--- src/rtl/tape_pkg.sv ---
// Shared types and default parameters for the cassette EAR input conditioner.
package tape_pkg;

    typedef enum logic {
        ACT_IDLE,
        ACT_ACTIVE
    } act_state_t;

    localparam int DEFAULT_FILTER_CYCLES = 64;
    localparam int DEFAULT_PW_WIDTH      = 16;
    localparam int DEFAULT_ACT_TIMEOUT   = 2700000;
    localparam int DEFAULT_ACT_WIDTH     = 24;

endpackage

--- src/rtl/tape_glitch_filter.sv ---
// Synchronises the raw tape pin and accepts a new level only once it has
// persisted for FILTER_CYCLES consecutive cycles.
module tape_glitch_filter
    import tape_pkg::*;
#(
    parameter int FILTER_CYCLES = DEFAULT_FILTER_CYCLES
) (
    input  logic clk_sys,
    input  logic reset_n,
    input  logic tape_in,
    output logic level,
    output logic accept,
    output logic edge_stb
);

    localparam int FCW = $clog2(FILTER_CYCLES);
    localparam logic [FCW-1:0] FCNT_LAST = FCW'(FILTER_CYCLES - 1);

    logic           s1;
    logic           s2;
    logic           filt;
    logic [FCW-1:0] fcnt;

    always_ff @(posedge clk_sys or negedge reset_n) begin
        if (!reset_n) begin
            s1 <= 1'b0;
            s2 <= 1'b0;
        end else begin
            s1 <= tape_in;
            s2 <= s1;
        end
    end

    // Exposed combinationally so the top can capture pulse data on the same
    // edge that filt toggles and edge_stb rises.
    assign accept = (s2 != filt) && (fcnt == FCNT_LAST);

    always_ff @(posedge clk_sys or negedge reset_n) begin
        if (!reset_n) begin
            filt     <= 1'b0;
            fcnt     <= '0;
            edge_stb <= 1'b0;
        end else begin
            edge_stb <= 1'b0;
            if (s2 == filt) begin
                fcnt <= '0;
            end else if (accept) begin
                filt     <= ~filt;
                fcnt     <= '0;
                edge_stb <= 1'b1;
            end else begin
                fcnt <= fcnt + 1'b1;
            end
        end
    end

    assign level = filt;

endmodule

--- src/rtl/tape_ear_conditioner.sv ---
// Clean EAR level for the guest core, plus per-edge pulse-width measurement
// and a tape activity flag for the LED.
module tape_ear_conditioner
    import tape_pkg::*;
#(
    parameter int FILTER_CYCLES = DEFAULT_FILTER_CYCLES,
    parameter int PW_WIDTH      = DEFAULT_PW_WIDTH,
    parameter int ACT_TIMEOUT   = DEFAULT_ACT_TIMEOUT,
    parameter int ACT_WIDTH     = DEFAULT_ACT_WIDTH
) (
    input  logic                clk_sys,
    input  logic                reset_n,
    input  logic                tape_in,
    input  logic                invert,
    output logic                ear_out,
    output logic                edge_stb,
    output logic [PW_WIDTH-1:0] pulse_len,
    output logic                pulse_level,
    output logic                overflow,
    output logic                activity
);

    localparam logic [ACT_WIDTH-1:0] ACNT_LAST = ACT_WIDTH'(ACT_TIMEOUT - 1);

    logic                 level;
    logic                 accept;
    logic [PW_WIDTH-1:0]  pcnt;
    logic [ACT_WIDTH-1:0] acnt;
    act_state_t           state;
    act_state_t           next_state;

    tape_glitch_filter #(
        .FILTER_CYCLES (FILTER_CYCLES)
    ) u_filter (
        .clk_sys  (clk_sys),
        .reset_n  (reset_n),
        .tape_in  (tape_in),
        .level    (level),
        .accept   (accept),
        .edge_stb (edge_stb)
    );

    assign ear_out = level ^ invert;

    // pcnt starts saturated so the first edge after reset reports overflow.
    always_ff @(posedge clk_sys or negedge reset_n) begin
        if (!reset_n) begin
            pcnt        <= '1;
            pulse_len   <= '0;
            pulse_level <= 1'b0;
            overflow    <= 1'b0;
        end else if (accept) begin
            pulse_len   <= pcnt;
            overflow    <= (pcnt == '1);
            pulse_level <= level;
            pcnt        <= PW_WIDTH'(1);
        end else if (pcnt != '1) begin
            pcnt <= pcnt + 1'b1;
        end
    end

    always_ff @(posedge clk_sys or negedge reset_n) begin
        if (!reset_n) begin
            state <= ACT_IDLE;
        end else begin
            state <= next_state;
        end
    end

    always_comb begin
        next_state = state;
        case (state)
            ACT_IDLE: begin
                if (accept) begin
                    next_state = ACT_ACTIVE;
                end
            end
            ACT_ACTIVE: begin
                if (!accept && (acnt == ACNT_LAST)) begin
                    next_state = ACT_IDLE;
                end
            end
            default: next_state = ACT_IDLE;
        endcase
    end

    always_ff @(posedge clk_sys or negedge reset_n) begin
        if (!reset_n) begin
            acnt <= '0;
        end else if (accept || (state != ACT_ACTIVE) || (acnt == ACNT_LAST)) begin
            acnt <= '0;
        end else begin
            acnt <= acnt + 1'b1;
        end
    end

    assign activity = (state == ACT_ACTIVE);

endmodule

--- config.mk ---
export PLATFORM = sky130hd
export DESIGN_NAME = tape_ear_conditioner
export DESIGN_NICKNAME = d
export VERILOG_FILES = /design/src/rtl/tape_pkg.sv /design/src/rtl/tape_glitch_filter.sv /design/src/rtl/tape_ear_conditioner.sv
export SDC_FILE = /design/constraint.sdc
export NUM_CORES = 1
export LEC_CHECK = 0
export ABC_AREA = 1
export CORE_UTILIZATION = 50
export CTS_BUF_LIST = sky130_fd_sc_hd__clkbuf_8
export DETAILED_ROUTE_END_ITERATION = 12
export PLACE_DENSITY = 0.7
export SETUP_SLACK_MARGIN = 0.05
export SLEW_MARGIN = 10
export SYNTH_ARGS = -nofsm -noshare
export SYNTH_HDL_FRONTEND = slang
export SYNTH_HIERARCHICAL = 1
export SYNTH_SLANG_ARGS = --single-unit
--- constraint.sdc ---
create_clock -name clk_sys -period 2.3 [get_ports clk_sys]
set_input_delay 0.575 -clock clk_sys [delete_from_list [all_inputs] [get_ports clk_sys]]
set_output_delay 0.575 -clock clk_sys [all_outputs]
set_load 0.01 [all_outputs]
# == Word level (Yosys, flattened, before mapping) ==
# Cells that the tools add are included.
# classes
eq_ne,6
n_mux,9
addsub,3
n_reduce_logical,7
n_bitwise,4
# op_table
operator,count
16-bit 2-to-1 mux,2
"24-bit by 1-bit adder with 24-bit output, second input constant",1
"24-bit by 22-bit equality test with 1-bit output, second input constant",1
24-bit 2-to-1 mux,1
"16-bit by 1-bit adder with 16-bit output, second input constant",1
"16-bit equality test, second input constant",1
"16-bit inequality test, second input constant",1
6-bit 2-to-1 mux,2
"6-bit by 1-bit adder with 6-bit output, second input constant",1
"6-bit equality test, second input constant",1
1-bit 2-to-1 mux,3
1-bit inverter,3
1-bit logical AND,2
1-bit logical OR,2
1-bit case mux with 2 select lines,1
2-bit AND reduction,1
2-bit nonzero test,1
1-bit equality test,1
1-bit logical NOT,1
1-bit inequality test,1
1-bit bitwise XOR,1
# totals
elab_cells,40
out_inout_bits,21
reg_bits,69

# == Longest topological paths before layout ==
# Gate-level depths: netlist of run 1.
# logic_depth
ltp_word,6
ltp_mapped,9
mapped_depth_nobuf,9

# == Hierarchy ==
# The synthesis of run 1 kept the hierarchy.
# modules_own_cells
module,seq_area_each_um2,cells_each,area_per_inst_um2,n_inst
tape_ear_conditioner,1496.4,391,3084.2,1
tape_glitch_filter,250.2,42,414.1,1

# == Worst setup path after synthesis of run 1 ==
# Ideal clock, no wire load.
# synth_timing
path_kind,flip-flop to flip-flop
startpoint,register u_filter.fcnt[0]
endpoint,register pulse_len[9]
setup_slack_ns,0.501
setup_time_ns,0.136
path_stages_with_launch,10
n_path_buf,1
synth_period_minus_slack_ns,1.799
arrival_time_ns,1.663
path_cell_list,dfrtp_1 ha_1 nand2_2 nor2_2 nand2_2 nor2_1 clkinv_1 clkbuf_1 nand2_1 o21ai_0
# synth_between
elab_chain_cells,2
# synth_lines
item,line_no,text
from (decl),tape_glitch_filter.sv:22,logic [FCW-1:0] fcnt;
from (signal assigned),tape_glitch_filter.sv:52,fcnt <= fcnt + 1'b1;
6-bit equality test,tape_glitch_filter.sv:36,assign accept = (s2 != filt) && (fcnt == FCNT_LAST);
1-bit logical AND,tape_glitch_filter.sv:36,
named net accept,tape_ear_conditioner.sv:26,logic accept;
to (signal assigned),tape_ear_conditioner.sv:53,pulse_len <= pcnt;
to (decl),tape_ear_conditioner.sv:17,"output logic [PW_WIDTH-1:0] pulse_len,"
# The timed path passes the listed nets, and every way through them passes these cells.
# A chain may end at the register's enable or synchronous reset.

# == Worst setup path after layout of run 1 ==
# layout_timing
startpoint,input invert
endpoint,output ear_out
# layout_between
elab_chain_cells,1
# layout_lines
item,line_no,text
from (decl),tape_ear_conditioner.sv:14,"input logic invert,"
1-bit bitwise XOR,tape_ear_conditioner.sv:43,assign ear_out = level ^ invert;
to (decl),tape_ear_conditioner.sv:15,"output logic ear_out,"
# No other way between the ends.

==> run metrics, run 1 <==
Worst Setup End Kind=primary output; router iterations before antenna repair=4; most common cell after layout, fill and taps aside=nand2_1; Area Overhead vs Synth=14.48%; clock transition at the registers of the reported paths=0.07 ns; measured slew at the worst slew-check pin=0.4477 ns; Die W=85.65 microns; # IOs=25; largest net degree at the start of global routing=70; Fill cells=642; clk root buf=clkbuf_8; worst hold margin=0.2297 ns; Finished Core Util=58.95%; DR vias/cell=4.876; DRC=0; Num CTS Buffers=9; Hold Fails Final Rpt=0; Slowest-stage cell, CP=clkdlybuf4s50_1; post-DR wirelength/cell=11.97 microns; r2r startpoint=u_filter/fcnt[0]; initial drt markers=169; Reg-to-Reg End=pcnt[14]; total number of vias=2755; R2R depth=9; Leak=1.691 nW; crit path DAT=1.46 ns; Std-Cell Core Area=0.006794 sq mm; global route overflow=0; Synth Instances=433; FF/Latch Area=0.001747 sq mm; Fin Setup TNS=0 ns; Min-Delay Path Class=in -> async; Vert. Die Dim=85.65 microns; Yosys reg bits=69; CTS tree=done; share of the clock period used by the worst path=88.34%; required time worst endpoint=1.73 ns; final WL=6.763 mm; initial antenna violation count=0; Cell Rows=30; Antenna Nets Post-Route=0; I/O Buffers=24; wire length of the first global-routing pass=11.89 mm; detailed placement HPWL=4.853 mm; R2R Setup Slk=0.41 ns; Setup Crit Path Kind=in -> out; RSZ-0062 raised after global routing=false; clk buf depth=2; number of max-cap violations=0; Distinct cells, synth=31; Worst IR Drop VDD=0.3209 mV; Multi-input gate area=0.001567 sq mm; sequential share of the synthesized area=49.93%; total nets after synthesis=440; most frequent cells in the layout=nand2_1 (126), nor2_1 (74), dfrtp_1 (53), inv_1 (38), nand3_1 (31); vias in the first global route=2605; GPL Wtd Cong=0.8909; FMAX=492.2 MHz; Sink Count=69; status=finished clean; post-synth top area share=37.91%; post-synth top area cell=dfrtp_1; Clock Skew=0.01031 ns; endpoints failing setup=0; relative slew slack=70.15%; # nets final=471; layout cell share with drive strength beyond 1=12.79%; die area=0.007335 sq mm; # Post-CTS Setup Buffers=0; diode count=0; H-tree lvl count=3; overall power=2.085 mW; Max FO, Critical Path=1; minimum clock period=2.032 ns; total track usage=20.68%; Clock Latency Late Sink=0.34 ns; Initial Utilization=51.49%; PwrDens=520.5 mW/mm^2; slowest cell delay on critical path=0.47 ns; startpoint types=input pin; syn_area_per_cell=8.079 sq um; crit-path cells=clkdlybuf4s50_1 -> xor2_1 -> dlygate4sd2_1; max-slew violation count=0; mapped cell area=0.003498 sq mm; Yosys Warn Count=6; synth top area cells=dfrtp_1 (38%), nand2_1 (14%), dfstp_2 (12%), nor2_1 (7.9%), nand3_1 (4.4%)
[metrics by stage]
stage	worst slack (ns)	instance area, sq um	cells
final	0.2682	4005	565
after global routing	0.2214	4005	565
after detailed placement	-0.003504	3846	549
after floorplan	0.5009	3498	433
after global placement	-0.009090	3846	549
after CTS	0.2701	4005	565
[synth_stat cells]
master	n
a21oi_1	2
clkinv_1	1
nor2_2	4
nor2_4	4
nand2_4	2
nor3b_1	1
nand2_2	6
o21bai_2	1
ha_1	3
and2_1	1
a21o_1	1
a31oi_1	6
nand3_2	4
nand4_1	6
clkbuf_1	4
dfrtp_1	53
o21bai_1	2
buf_6	2
nor3_2	3
xor2_1	11
o21ai_0	20
buf_2	1
inv_1	36
nor2_1	74
nand2_1	126
nand3_4	1
nor3_1	3
xnor2_1	7
nand3_1	31
inv_2	1
dfstp_2	16
[area by class of cell]
class | instances | share of cell area, %
clock buffers | 9 | 3.093
inverters | 38 | 3.561
repair buffers | 27 | 6.717
well taps | 96 | 2.999
multi-input cells | 319 | 39.11
clock inverters | 7 | 0.9060
flip-flops and latches | 69 | 43.61
[timing repair]
action,in CTS,in global routing
gates resized for setup,1,0
hold buffers,0,0
endpoints found under the setup margin,1,0
[how the worst max path moves through the flow]
stage	startpoint	endpoint	slack, ns	cells after the start
finish	invert	ear_out	0.27	3
global route	u_filter/fcnt[0]	pcnt[9]	0.22	9
CTS	invert	ear_out	0.27	3
detailed placement	invert	ear_out	-0.004	3
global placement	invert	ear_out	-0.009	3
floorplan	u_filter/fcnt[0]	pulse_len[9]	0.50	9
[critical path: cells and delay by family]
family    cells  cell delay, ns
xor+xnor      1            0.13
buf+inv       2            0.75
[logic make-up (layout without fill, tap and decap cells)]
family	Yosys count	count (layout)	share of synthesized area, %
fa+ha+maj	3	3	1.073
xor+xnor	18	18	4.506
simple gates	266	266	34.01
compound gates	32	32	5.186
flops	69	69	49.93
buf+inv	45	81	5.293
[state kept, by name, summed over array words and instances, names as in the netlist]
signal	flops
acnt	24
pcnt	16
pulse_len	16
u_filter/fcnt	6
activity	1
overflow	1
pulse_level	1
u_filter/edge_stb	1
u_filter/level	1
u_filter/s1	1
u_filter/s2	1
[routing by layer]
metal / global-route usage [%] / wire (microns) / vias to the layer above / part of all wire (%)
li1: - / - / 1429 / -
met1: 29.34 / 3457 / 1283 / 51
met2: 31.35 / 3004 / 36 / 44
met3: 3.369 / 191 / 7 / 2.8
met4: 9.394 / 110 / 0 / 1.6
met5: 0 / 0 / - / 0
[where the power goes]
group | internal (mW) | switching, mW | leakage (nW)
logic | 0.0130 | 0.0302 | 0.697
registers | 1.22 | 0.00466 | 0.900
clock network | 0.377 | 0.439 | 0.0951
Power figures use the tool's default switching activity.
==> run 2, diff against run 1 <==
CTS_BUF_LIST = default   (was sky130_fd_sc_hd__clkbuf_8)
==> run metrics, run 2 (synthesis gave the netlist of run 1 again) <==
Worst Setup End Kind=primary output (unchanged); # IOs=25 (unchanged); CTS tree=done (unchanged); Die W=85.65 microns (unchanged); largest reg by FF count=acnt (unchanged); measured slew at the worst slew-check pin=0.4484 ns (was 0.4477 ns); Setup Crit Path Kind=in -> out (unchanged); worst hold margin=0.2296 ns (was 0.2297 ns); Std-Cell Core Area=0.006794 sq mm (unchanged); initial antenna violation count=0 (unchanged); Clock Skew=0.009983 ns (was 0.01031 ns); PwrDens=522.7 mW/mm^2 (was 520.5 mW/mm^2); H-tree lvl count=3 (unchanged); wire length of the first global-routing pass=11.89 mm (unchanged); final WL=6.761 mm (was 6.763 mm); dpl cells=549 (unchanged); max-slew violation count=0 (unchanged); FMAX=492.2 MHz (unchanged); clk root buf=clkbuf_8 (unchanged); Antenna Nets Post-Route=0 (unchanged); post-DR wirelength/cell=11.97 microns (about the same); Max FO, Critical Path=1 (unchanged); vias in the first global route=2605 (unchanged); r2r startpoint=u_filter/fcnt[0] (unchanged); GPL Wtd Cong=0.8909 (unchanged); I/O Buffers=24 (unchanged); RSZ-0062 raised after global routing=false (unchanged); initial drt markers=169 (unchanged); Layout Cells excl Fill=565 (unchanged); most common cell after layout, fill and taps aside=nand2_1 (unchanged); clock transition at the registers of the reported paths=0.07 ns (about the same); Largest regs=acnt x24, pcnt x16, pulse_len x16 (unchanged); relative slew slack=70.10% (was 70.15%); Min-Delay Path Class=in -> async (unchanged); largest net degree at the start of global routing=70 (unchanged); Leak=1.683 nW (was 1.691 nW); crit path DAT=1.46 ns (about the same); diode count=0 (unchanged); clk buf depth=2 (unchanged); Area Overhead vs Synth=14.48% (unchanged); DRC=0 (unchanged); Finished Core Util=58.95% (unchanged); Sink Count=69 (unchanged); Vert. Die Dim=85.65 microns (unchanged); Fill cells=642 (unchanged); Hold Fails Final Rpt=0 (unchanged); detailed placement HPWL=4.853 mm (unchanged); R2R depth=9 (unchanged); Multi-input gate area=0.001567 sq mm (unchanged); total track usage=20.68% (unchanged); # Post-CTS Setup Buffers=0 (unchanged); total number of vias=2761 (was 2755); die area=0.007335 sq mm (unchanged); endpoints failing setup=0 (unchanged); max reg flops=24 (unchanged); Clock Latency Late Sink=0.34 ns (about the same); number of max-cap violations=0 (unchanged); Worst IR Drop VDD=0.3208 mV (was 0.3209 mV); Num CTS Buffers=9 (unchanged); share of the clock period used by the worst path=88.34% (unchanged); status=finished clean (unchanged); most frequent cells in the layout=nand2_1 (126), nor2_1 (74), dfrtp_1 (53), inv_1 (36), nand3_1 (31) (was nand2_1 (126), nor2_1 (74), dfrtp_1 (53), inv_1 (38), nand3_1 (31)); required time worst endpoint=1.73 ns (about the same); layout cell share with drive strength beyond 1=12.79% (unchanged); startpoint types=input pin (unchanged); DR vias/cell=4.887 (was 4.876); minimum clock period=2.032 ns (unchanged); FF/Latch Area=0.001747 sq mm (unchanged); Cell Rows=30 (unchanged); global route overflow=0 (unchanged); R2R Setup Slk=0.41 ns (about the same); Reg-to-Reg End=pcnt[14] (unchanged); # nets final=471 (unchanged); Initial Utilization=51.49% (unchanged); router iterations before antenna repair=4 (unchanged)
-- run 2: report_power, final --
part | switching, mW | internal (mW)
combinational | 0.0302 | 0.0130
clock | 0.439 | 0.386
sequential | 0.00466 | 1.22
-- run 2: routing by layer --
metal	part of all wire [%]	vias to the layer above	track usage, %	routed length [microns]
li1	-	1428	-	-
met1	51	1289	29.34	3441
met2	44	37	31.35	3000
met3	3.1	7	3.369	209
met4	1.6	0	9.394	110
met5	0	-	0	0
-- run 2: layout make-up --
type | count | area share (%)
flip-flops and latches | 69 | 43.61
well taps | 96 | 2.999
repair buffers | 27 | 6.717
multi-input cells | 319 | 39.11
clock inverters | 5 | 0.7185
clock buffers | 11 | 3.280
inverters | 38 | 3.561
-- run 2: critical path, cell delays in order --
cell and delay [ns]:
clkdlybuf4s50_1 0.47, xor2_1 0.13, dlygate4sd2_1 0.28
-- run 2: metrics by stage --
stage	total power [mW]	instance area (sq um)	setup slack, ns	setup TNS, ns
after detailed placement	1.293	3846	-0.003504	-0.003504
after global placement	1.293	3846	-0.009090	-0.009090
after floorplan	1.257	3498	0.5009	0
final	2.094	4005	0.2682	0
after CTS	2.118	4005	0.2701	0
after global routing	2.181	4005	0.2220	0
-- run 2: how the worst max path moves through the flow --
stage / to / depth (start not counted) / slack, ns / from
finish: ear_out / 3 / 0.27 / invert
global route: pcnt[9] / 9 / 0.22 / u_filter/fcnt[0]
CTS: ear_out / 3 / 0.27 / invert
detailed placement: ear_out / 3 / -0.004 / invert
global placement: ear_out / 3 / -0.009 / invert
floorplan: pulse_len[9] / 9 / 0.50 / u_filter/fcnt[0]
-- run 2: repair_timing --
action,CTS,global route
hold buffers,0,0
endpoints found under the hold margin,0,0
resized for setup,1,0
setup endpoints to repair,1,0
